===== src/rtl/mem_access_unit.sv =====
// MEM-stage load/store initiator: turns byte/half/word requests into word-only
// memory accesses, using a two-cycle read-modify-write for sub-word stores.
module mem_access_unit #(
   parameter int ADDR_LIMIT = 4400
) (
   input  logic        clk,
   input  logic        reset,
   input  logic        req_valid,
   input  logic        req_write,
   input  logic [1:0]  req_size,
   input  logic        req_signed,
   input  logic [31:0] req_addr,
   input  logic [31:0] req_wdata,
   output logic        busy,
   output logic        rsp_valid,
   output logic        rsp_err,
   output logic [31:0] rsp_rdata,
   output logic        mem_read,
   output logic        mem_write,
   output logic [31:0] mem_addr,
   output logic [31:0] mem_wdata,
   input  logic [31:0] mem_rdata
);

   localparam logic [2:0] IDLE   = 3'd0;
   localparam logic [2:0] RD     = 3'd1;
   localparam logic [2:0] WR     = 3'd2;
   localparam logic [2:0] RMW_RD = 3'd3;
   localparam logic [2:0] RMW_WR = 3'd4;

   logic [2:0]  state;
   logic [1:0]  q_size;
   logic        q_signed;
   logic [31:0] q_addr;
   logic [31:0] q_wdata;
   logic [31:0] merged;

   logic        req_err;
   logic [7:0]  ld_byte;
   logic [15:0] ld_half;
   logic [31:0] ld_data;
   logic [31:0] st_merge;

   always_comb begin
      req_err = (req_size == 2'b11)
              | ((req_size == 2'b01) && req_addr[0])
              | ((req_size == 2'b10) && (req_addr[1:0] != 2'b00))
              | (req_addr >= 32'(ADDR_LIMIT));
   end

   // Lane extraction for loads and lane insertion for sub-word stores.
   always_comb begin
      ld_byte  = mem_rdata[{q_addr[1:0], 3'b000} +: 8];
      ld_half  = q_addr[1] ? mem_rdata[31:16] : mem_rdata[15:0];
      case (q_size)
         2'b00:   ld_data = {{24{q_signed & ld_byte[7]}}, ld_byte};
         2'b01:   ld_data = {{16{q_signed & ld_half[15]}}, ld_half};
         default: ld_data = mem_rdata;
      endcase
      st_merge = mem_rdata;
      if (q_size == 2'b00)
         st_merge[{q_addr[1:0], 3'b000} +: 8] = q_wdata[7:0];
      else
         st_merge[{q_addr[1], 4'b0000} +: 16] = q_wdata[15:0];
   end

   // Memory side depends only on state and the latched request.
   assign busy      = (state != IDLE);
   assign mem_read  = (state == RD) || (state == RMW_RD);
   assign mem_write = (state == WR) || (state == RMW_WR);
   assign mem_addr  = {q_addr[31:2], 2'b00};
   assign mem_wdata = (state == WR)     ? q_wdata :
                      (state == RMW_WR) ? merged  : 32'h0;

   always_ff @(posedge clk or posedge reset) begin
      if (reset) begin
         state     <= IDLE;
         q_size    <= 2'b00;
         q_signed  <= 1'b0;
         q_addr    <= 32'h0;
         q_wdata   <= 32'h0;
         merged    <= 32'h0;
         rsp_valid <= 1'b0;
         rsp_err   <= 1'b0;
         rsp_rdata <= 32'h0;
      end else begin
         rsp_valid <= 1'b0;
         rsp_err   <= 1'b0;
         case (state)
            IDLE: begin
               if (req_valid) begin
                  if (req_err) begin
                     rsp_valid <= 1'b1;
                     rsp_err   <= 1'b1;
                     rsp_rdata <= 32'h0;
                  end else begin
                     q_size   <= req_size;
                     q_signed <= req_signed;
                     q_addr   <= req_addr;
                     q_wdata  <= req_wdata;
                     if (!req_write)            state <= RD;
                     else if (req_size == 2'b10) state <= WR;
                     else                        state <= RMW_RD;
                  end
               end
            end
            RD: begin
               rsp_rdata <= ld_data;
               rsp_valid <= 1'b1;
               state     <= IDLE;
            end
            WR: begin
               rsp_rdata <= 32'h0;
               rsp_valid <= 1'b1;
               state     <= IDLE;
            end
            RMW_RD: begin
               merged <= st_merge;
               state  <= RMW_WR;
            end
            RMW_WR: begin
               rsp_rdata <= 32'h0;
               rsp_valid <= 1'b1;
               state     <= IDLE;
            end
            default: state <= IDLE;
         endcase
      end
   end

endmodule


===== config.mk =====
export PLATFORM = sky130hd
export DESIGN_NAME = mem_access_unit
export DESIGN_NICKNAME = d
export VERILOG_FILES = /design/src/rtl/mem_access_unit.sv
export SDC_FILE = /design/constraint.sdc
export NUM_CORES = 1
export LEC_CHECK = 0
export CAP_MARGIN = 0
export CORE_ASPECT_RATIO = 1.75
export CORE_MARGIN = 4
export CORE_UTILIZATION = 38
export DETAILED_ROUTE_END_ITERATION = 8
export GPL_ROUTABILITY_DRIVEN = 1
export HOLD_SLACK_MARGIN = 0.02
export PLACE_DENSITY = 0.66
export SKIP_LAST_GASP = 1
export SYNTH_ARGS = -nofsm -noshare
export SYNTH_HDL_FRONTEND = slang
export SYNTH_SLANG_ARGS = --single-unit
export TNS_END_PERCENT = 30

===== constraint.sdc =====
create_clock -name clk -period 5.8 [get_ports clk]
set_input_delay 1.16 -clock clk [delete_from_list [all_inputs] [get_ports clk]]
set_output_delay 1.16 -clock clk [all_outputs]
set_load 0.02 [all_outputs]

==> flow_metrics.tcl, run 1 <==
set metrics [dict create \
    maxCapViolCount 0 \
    clock_path_buffers 2 \
    die_width_um 110 \
    nNetsFinal 898 \
    antennaDiodeCount 0 \
    worstPathArrival_ns 2.37 \
    cellLeakagePower_nw 4.12 \
    drt_iter0_drc 438 \
    synth_area_in_xor_xnor 0 \
    post_synth_and_or_nand_nor_area_fraction 0.117 \
    crit_path_start "state[1]" \
    final_period_utilization 0.608 \
    measured_slew_at_the_worst_slew_check_pin_ns 0.991 \
    run_status "complete, no violations" \
    clk_root_buffer_cell "sky130_fd_sc_hd__clkbuf_16" \
    place.gp.congestion 0.922 \
    worstSetupEndpoint "mem_wdata[13]" \
    seq_power_share 0.408 \
    postCtsResizedCells 0 \
    cts_setup_buffers 0 \
    critical_path_required_ns 4.64 \
    power_switching_share 0.211 \
    rsz0062_at_grt "false" \
    clkPwrFrac 0.531 \
    timing.rr.end "q_wdata[3]" \
    met2_length_um 11600 \
    clock.fmax_mhz 283 \
    power_density_over_the_cells_nw_per_um2 244 \
    avgRoutedWirePerCell_um 21.4 \
    maxUsedRoutingLayer "met4" \
    synth_compound_gate_area_share 0.208 \
    grt_remaining_overflow 0 \
    wirelength_um 22200 \
    fp-row-count 65 \
    multi_input_area_um2 3090 \
    drc 0 \
    number_of_clock_buffers_inserted_by_tritoncts 17 \
    internal_power_mw 1.84 \
    reg2reg_slack_ns 2.95 \
    timing.final.hold_violations 0 \
    clk_sinks 136 \
    post_cts_hold_buffer_count 0 \
    start_util 0.385 \
    clock_slew_at_the_register_clock_pins_of_the_worst_setup_and_hold_paths_ns 0.06 \
    grt_pass1_wl_um 34200 \
    regArea_um2 3400 \
    die-area_um2 20600 \
    hold-worst-slack_ns 0.483 \
    synth_cell_types 48 \
    initial_drt_pass_iterations 8 \
    skew_ns 0.0104 \
    netlist_instances 645 \
    worst_voltage_drop_across_the_vdd_grid_uv 162 \
    synth_area_um2 6960 \
    core_region_area_um2 18100 \
    grt_util_all_layers 0.217 \
    drt-vias-per-instance 5.78 \
    share_of_the_yosys_chip_area_belonging_to_registers 0.489 \
    synth-adder-area-share 0.00899 \
    reg2regPathDepth 6 \
    critPathCaptureType "output port" \
    worst_r2r_startpoint "state[1]" \
    p_comb_frac 0.062 \
    initial_antenna_violation_count 0 \
    largest_net_degree_at_the_start_of_global_routing 95 \
    ant_nets 0 \
    startpoint_type "register" \
    timing.final.max_slew_violations 0 \
    holdCritPathClass "reg2reg" \
    area_delta_synth_final_pct 37.3 \
    ys_warn_count 0 \
    wl_met3_um 1530 \
    htreeDepth 4 \
    cts_tree "yes" \
    yosys-mux-area-fraction 0.106 \
    wirelength_met1_um 8080 \
    clk-insertion-delay-late_ns 0.42 \
    hpwl_um 16600 \
    num_io_pins 204 \
    report.final.setup_viol 0 \
    die_height_um 187 \
    fillCellCount 1637 \
    buffer_ports.inserted 201 \
    ys_seq_elements 136 \
    timing.final.crit_period_ns 3.53 \
    maxSlewHeadroom 0.338 \
    syn-mean-instance-area_um2 10.8 \
    worst-setup-path-type "reg2out" \
    num_vias 5997 \
    switchingPower_uw 491 \
    post_route_cells_drive_above_1_share 0.133 \
    hold_depth 2 \
    worstPathMaxFanout 33 \
    most_common_cell_after_layout_fill_and_taps_aside "sky130_fd_sc_hd__clkdlybuf4s50_1" \
    timing.setup.tns_ns 0 \
    mostFrequentLayoutCells "sky130_fd_sc_hd__clkdlybuf4s50_1, sky130_fd_sc_hd__dfrtp_1, sky130_fd_sc_hd__nand2_1" \
    main_combinational_cell_family_by_area_after_synthesis "compound AO/OA/AOI/OAI gates" \
    grt_pass1_vias 6101 \
]
## Yosys cell counts, drive strengths merged
library cell    n  share of area
dfrtp         136           0.49
nand2          87          0.047
mux2           57           0.10
buf            42          0.044
clkbuf         42          0.023
a22o           39          0.049
o21ai          34          0.024
o221ai         24          0.030
a222oi         22          0.032
and2           21          0.019
o211ai         21          0.023
a22oi          16          0.017
nor2           13         0.0070
nor3           11         0.0095
nor4           10         0.0090
nand3           8         0.0058
a221oi          7         0.0088
a211o           6         0.0076
a21oi           6         0.0043
ha              5         0.0090
inv             5         0.0027
nor2b           4         0.0036
nor3b           4         0.0043
nand2b          3         0.0027
a31o            2         0.0025
or2             2         0.0018
or4             2         0.0022
a211oi          1         0.0011
a21o            1         0.0011
a221o           1         0.0014
a32oi           1         0.0013
a41o            1         0.0014
and3            1        0.00090
and4            1         0.0013
and4b           1         0.0014
clkinv          1        0.00054
conb            1        0.00054
mux4            1         0.0032
nand4           1        0.00090
o21a            1         0.0011
o21ba           1         0.0014
o31ai           1         0.0011
or3             1        0.00090
## state kept, by name, summed over array words and instances (netlist names)
register,cells
merged,32
q_size,2
q_addr,32
q_signed,1
state,3
rsp_err,1
rsp_rdata,32
q_wdata,32
rsp_valid,1
## cells by family after synthesis
logic type / Yosys count
simple gates: 170
buf+inv: 90
flops: 136
compound gates: 185
fa+ha+maj: 5
other cells: 1
mux: 58
## metal layers
layer,global-route usage,vias up
met2,0.370,315
met3,0.0359,62
met4,0.106,0
met5,0,-
li1,-,2692
met1,0.260,2928
## critical path, cell delays in order (launching register included)
cell,delay [ns]
sky130_fd_sc_hd__dfrtp_1,0.51
sky130_fd_sc_hd__nor3b_2,0.22
sky130_fd_sc_hd__buf_4,0.35
sky130_fd_sc_hd__a22o_1,0.25
sky130_fd_sc_hd__clkdlybuf4s50_1,0.62
## power by group through the flow
stage               Clock [mW]  Sequential, mW  Combinational, mW
floorplan                    0           0.968             0.0404
global placement             0           0.967              0.141
detailed placement           0           0.967              0.144
CTS                       1.26           0.950              0.145
global route              1.30           0.949              0.153
finish                    1.24           0.950              0.143
## layout make-up
type / instances / area share
clock buffer: 18 / 0.0449
clock inverter: 14 / 0.0257
inverter: 6 / 0.00288
multi-input combinational: 420 / 0.323
sequential: 136 / 0.356
tap: 234 / 0.0306
timing repair buffer: 209 / 0.217
## through the flow
stage	util	setup slack [ns]	area, um^2	power, mW	std cells
after global placement	0.492	1.97	8880	1.11	1005
final	0.529	2.27	9560	2.33	1037
after floorplan	-	1.00	6960	1.01	646
after global routing	0.529	2.14	9560	2.40	1037
after CTS	0.529	2.24	9560	2.35	1037
after detailed placement	0.492	1.86	8880	1.11	1005
## worst min path at each step
stage | startpoint | to | slack (ns)
floorplan | merged[0] | merged[0] | 0.45
global placement | merged[11] | merged[11] | 0.46
detailed placement | q_addr[16] | q_addr[16] | 0.47
CTS | merged[0] | merged[0] | 0.48
global route | merged[30] | merged[30] | 0.51
finish | merged[13] | merged[13] | 0.48
Note: power is estimated with default switching activity, not from simulation.
==> run 2: changes to the inputs <==
==> constraint.sdc (replaced) <==
create_clock -name clk -period 3.56 [get_ports clk]
set_input_delay 0.712 -clock clk [delete_from_list [all_inputs] [get_ports clk]]
set_output_delay 0.712 -clock clk [all_outputs]
set_load 0.02 [all_outputs]
==> run 2 against run 1 <==
Net effect:
- die area unchanged
- critical path depth stayed put
- combinational power up 66%
- first-iteration DRC count grew 6.6%
- cell count grew 0.39%
- clock power rose by 37%
- critical path type unchanged
- the run now ends with DRC left
- global-route usage grew 0.28 points
==> flow_metrics.tcl, run 2 (synthesis results as in run 1) <==
set metrics [dict create \
    drt-vias-per-instance 5.73 \
    critical_path_required_ns 2.85 \
    buffer_ports.inserted 201 \
    start_util 0.385 \
    cp_slowest_cell "sky130_fd_sc_hd__clkdlybuf4s50_1" \
    reg2reg_slack_ns 0.88 \
    cellLeakagePower_nw 4.09 \
    worstPathMaxFanout 33 \
    die_height_um 187 \
    largest_net_degree_at_the_start_of_global_routing 82 \
    hold-worst-slack_ns 0.483 \
    clk_root_buffer_cell "sky130_fd_sc_hd__clkbuf_16" \
    clock.fmax_mhz 323 \
    core_region_area_um2 18100 \
    power_switching_share 0.221 \
    grt_pass1_vias 6276 \
    num_io_pins 204 \
    worst-setup-path-type "reg2out" \
    clock_slew_at_the_register_clock_pins_of_the_worst_setup_and_hold_paths_ns 0.06 \
    post-route-util 0.526 \
    grt_remaining_overflow 0 \
    initial_antenna_violation_count 0 \
    most_common_cell_after_layout_fill_and_taps_aside "sky130_fd_sc_hd__clkdlybuf4s50_1" \
    reg2regPathDepth 6 \
    startpoint_type "register" \
    worstPathArrival_ns 2.38 \
    drc 1 \
    grt_pass1_wl_um 34800 \
    worst_r2r_startpoint "q_addr[1]" \
    dp.cells 1010 \
    rsz0062_at_grt "false" \
    timing.setup.tns_ns 0 \
    place.gp.congestion 0.905 \
    slowest_stage_delay_cp_ns 0.63 \
    holdPathEnd "q_addr[26]" \
    min_delay_src "q_addr[26]" \
    switchingPower_uw 771 \
    mostFrequentLayoutCells "sky130_fd_sc_hd__clkdlybuf4s50_1, sky130_fd_sc_hd__dfrtp_1, sky130_fd_sc_hd__nand2_1" \
    final_period_utilization 0.868 \
    seq_power_share 0.444 \
    failed_checks "DRC" \
    postCtsResizedCells 0 \
    maxSlewHeadroom 0.342 \
    area_delta_synth_final_pct 36.5 \
    fp-row-count 65 \
    antennaDiodeCount 0 \
    number_of_clock_buffers_inserted_by_tritoncts 17 \
    ant_nets 0 \
    p_comb_frac 0.068 \
    post_route_cells_drive_above_1_share 0.139 \
    report.final.setup_viol 0 \
    measured_slew_at_the_worst_slew_check_pin_ns 0.985 \
    nNetsFinal 903 \
    finish.cell_count_without_fillers 1041 \
    list_of_cells_traversed_by_the_critical_path "nor3b_2, buf_4, a22o_1, clkdlybuf4s50_1" \
    avgRoutedWirePerCell_um 21.4 \
    grt_util_all_layers 0.220 \
    clk-insertion-delay-late_ns 0.42 \
    cts_setup_buffers 0 \
    num_vias 5969 \
    clkPwrFrac 0.488 \
    die-area_um2 20600 \
    post_dp_cell_area_um2 8930 \
    timing.final.hold_violations 0 \
    power_density_over_the_cells_nw_per_um2 367 \
    wirelength_um 22300 \
    clock_path_buffers 2 \
    hpwl_um 16800 \
    worst_voltage_drop_across_the_vdd_grid_uv 278 \
    hold_depth 1 \
    skew_ns 0.00706 \
    clk_sinks 136 \
    initial_drt_pass_iterations 9 \
    finalInstanceArea_um2 9500 \
    timing.final.crit_period_ns 3.09 \
    timing.rr.end "merged[28]" \
    die_width_um 110 \
    cts_tree "yes" \
    htreeDepth 4 \
    post_cts_hold_buffer_count 0 \
    holdCritPathClass "reg2reg" \
    drt_iter0_drc 467 \
    maxCapViolCount 0 \
    critPathCaptureType "output port" \
    run_status "finished, violations left" \
    internal_power_mw 2.71 \
    timing.final.max_slew_violations 0 \
]
-- run 2: changes by cell type in the layout (fill, tap and decap cells not counted) --
cell                         delta
sky130_fd_sc_hd__buf_12         +1
sky130_fd_sc_hd__buf_4          +4
sky130_fd_sc_hd__bufinv_16      -4
sky130_fd_sc_hd__clkbuf_1       -1
sky130_fd_sc_hd__clkbuf_8       +1
sky130_fd_sc_hd__clkinv_2       +5
sky130_fd_sc_hd__clkinv_4       -2
sky130_fd_sc_hd__clkinvlp_4     +3
sky130_fd_sc_hd__inv_6          -3
-- run 2: stage by stage --
step	power (mW)	worst slack, ns
global placement	1.81	0.468
CTS	3.52	0.454
floorplan	1.64	1.01
finish	3.49	0.468
global route	3.60	0.393
detailed placement	1.81	0.408
-- run 2: worst max-delay path by stage --
stage | cells past startpoint | slack, ns | end | start
global placement | 6 | 0.47 | q_wdata[5] | req_addr[26]
detailed placement | 6 | 0.41 | q_wdata[13] | req_addr[11]
global route | 4 | 0.39 | mem_wdata[14] | state[2]
CTS | 4 | 0.45 | mem_wdata[13] | state[1]
floorplan | 7 | 1.01 | q_signed | req_addr[26]
finish | 4 | 0.47 | mem_wdata[13] | state[1]
-- run 2: worst max-delay path, delay by kind of cell (launching register included) --
family	cells	cell delay (ns)
AO/OA/AOI/OAI	1	0.26
AND/OR/NAND/NOR	1	0.21
flip-flops	1	0.50
buffers and inverters	2	0.99
-- run 2: power by group through the flow --
stage / combinational [mW] / sequential [mW] / clock, mW
global placement: 0.233 / 1.58 / 0
detailed placement: 0.238 / 1.58 / 0
finish: 0.238 / 1.55 / 1.70
global route: 0.254 / 1.55 / 1.80
floorplan: 0.0662 / 1.58 / 0
CTS: 0.239 / 1.55 / 1.73
-- run 2: final cells by class --
type	count	area, um^2
Multi-Input combinational cell	420	3090
Timing Repair Buffer	214	2120
Clock buffer	18	439
Sequential cell	136	3400
Tap cell	234	293
Clock inverter	13	130
Inverter	6	26.3
Fill cell	1615	8560
-- run 2: per-layer routing --
| metal | track usage | routed length [um] | up-vias |
|---|---|---|---|
| met2 | 0.383 | 12000 | 294 |
| li1 | - | - | 2699 |
| met5 | 0 | 0 | - |
| met3 | 0.0428 | 1520 | 52 |
| met4 | 0.100 | 896 | 0 |
| met1 | 0.255 | 7940 | 2924 |
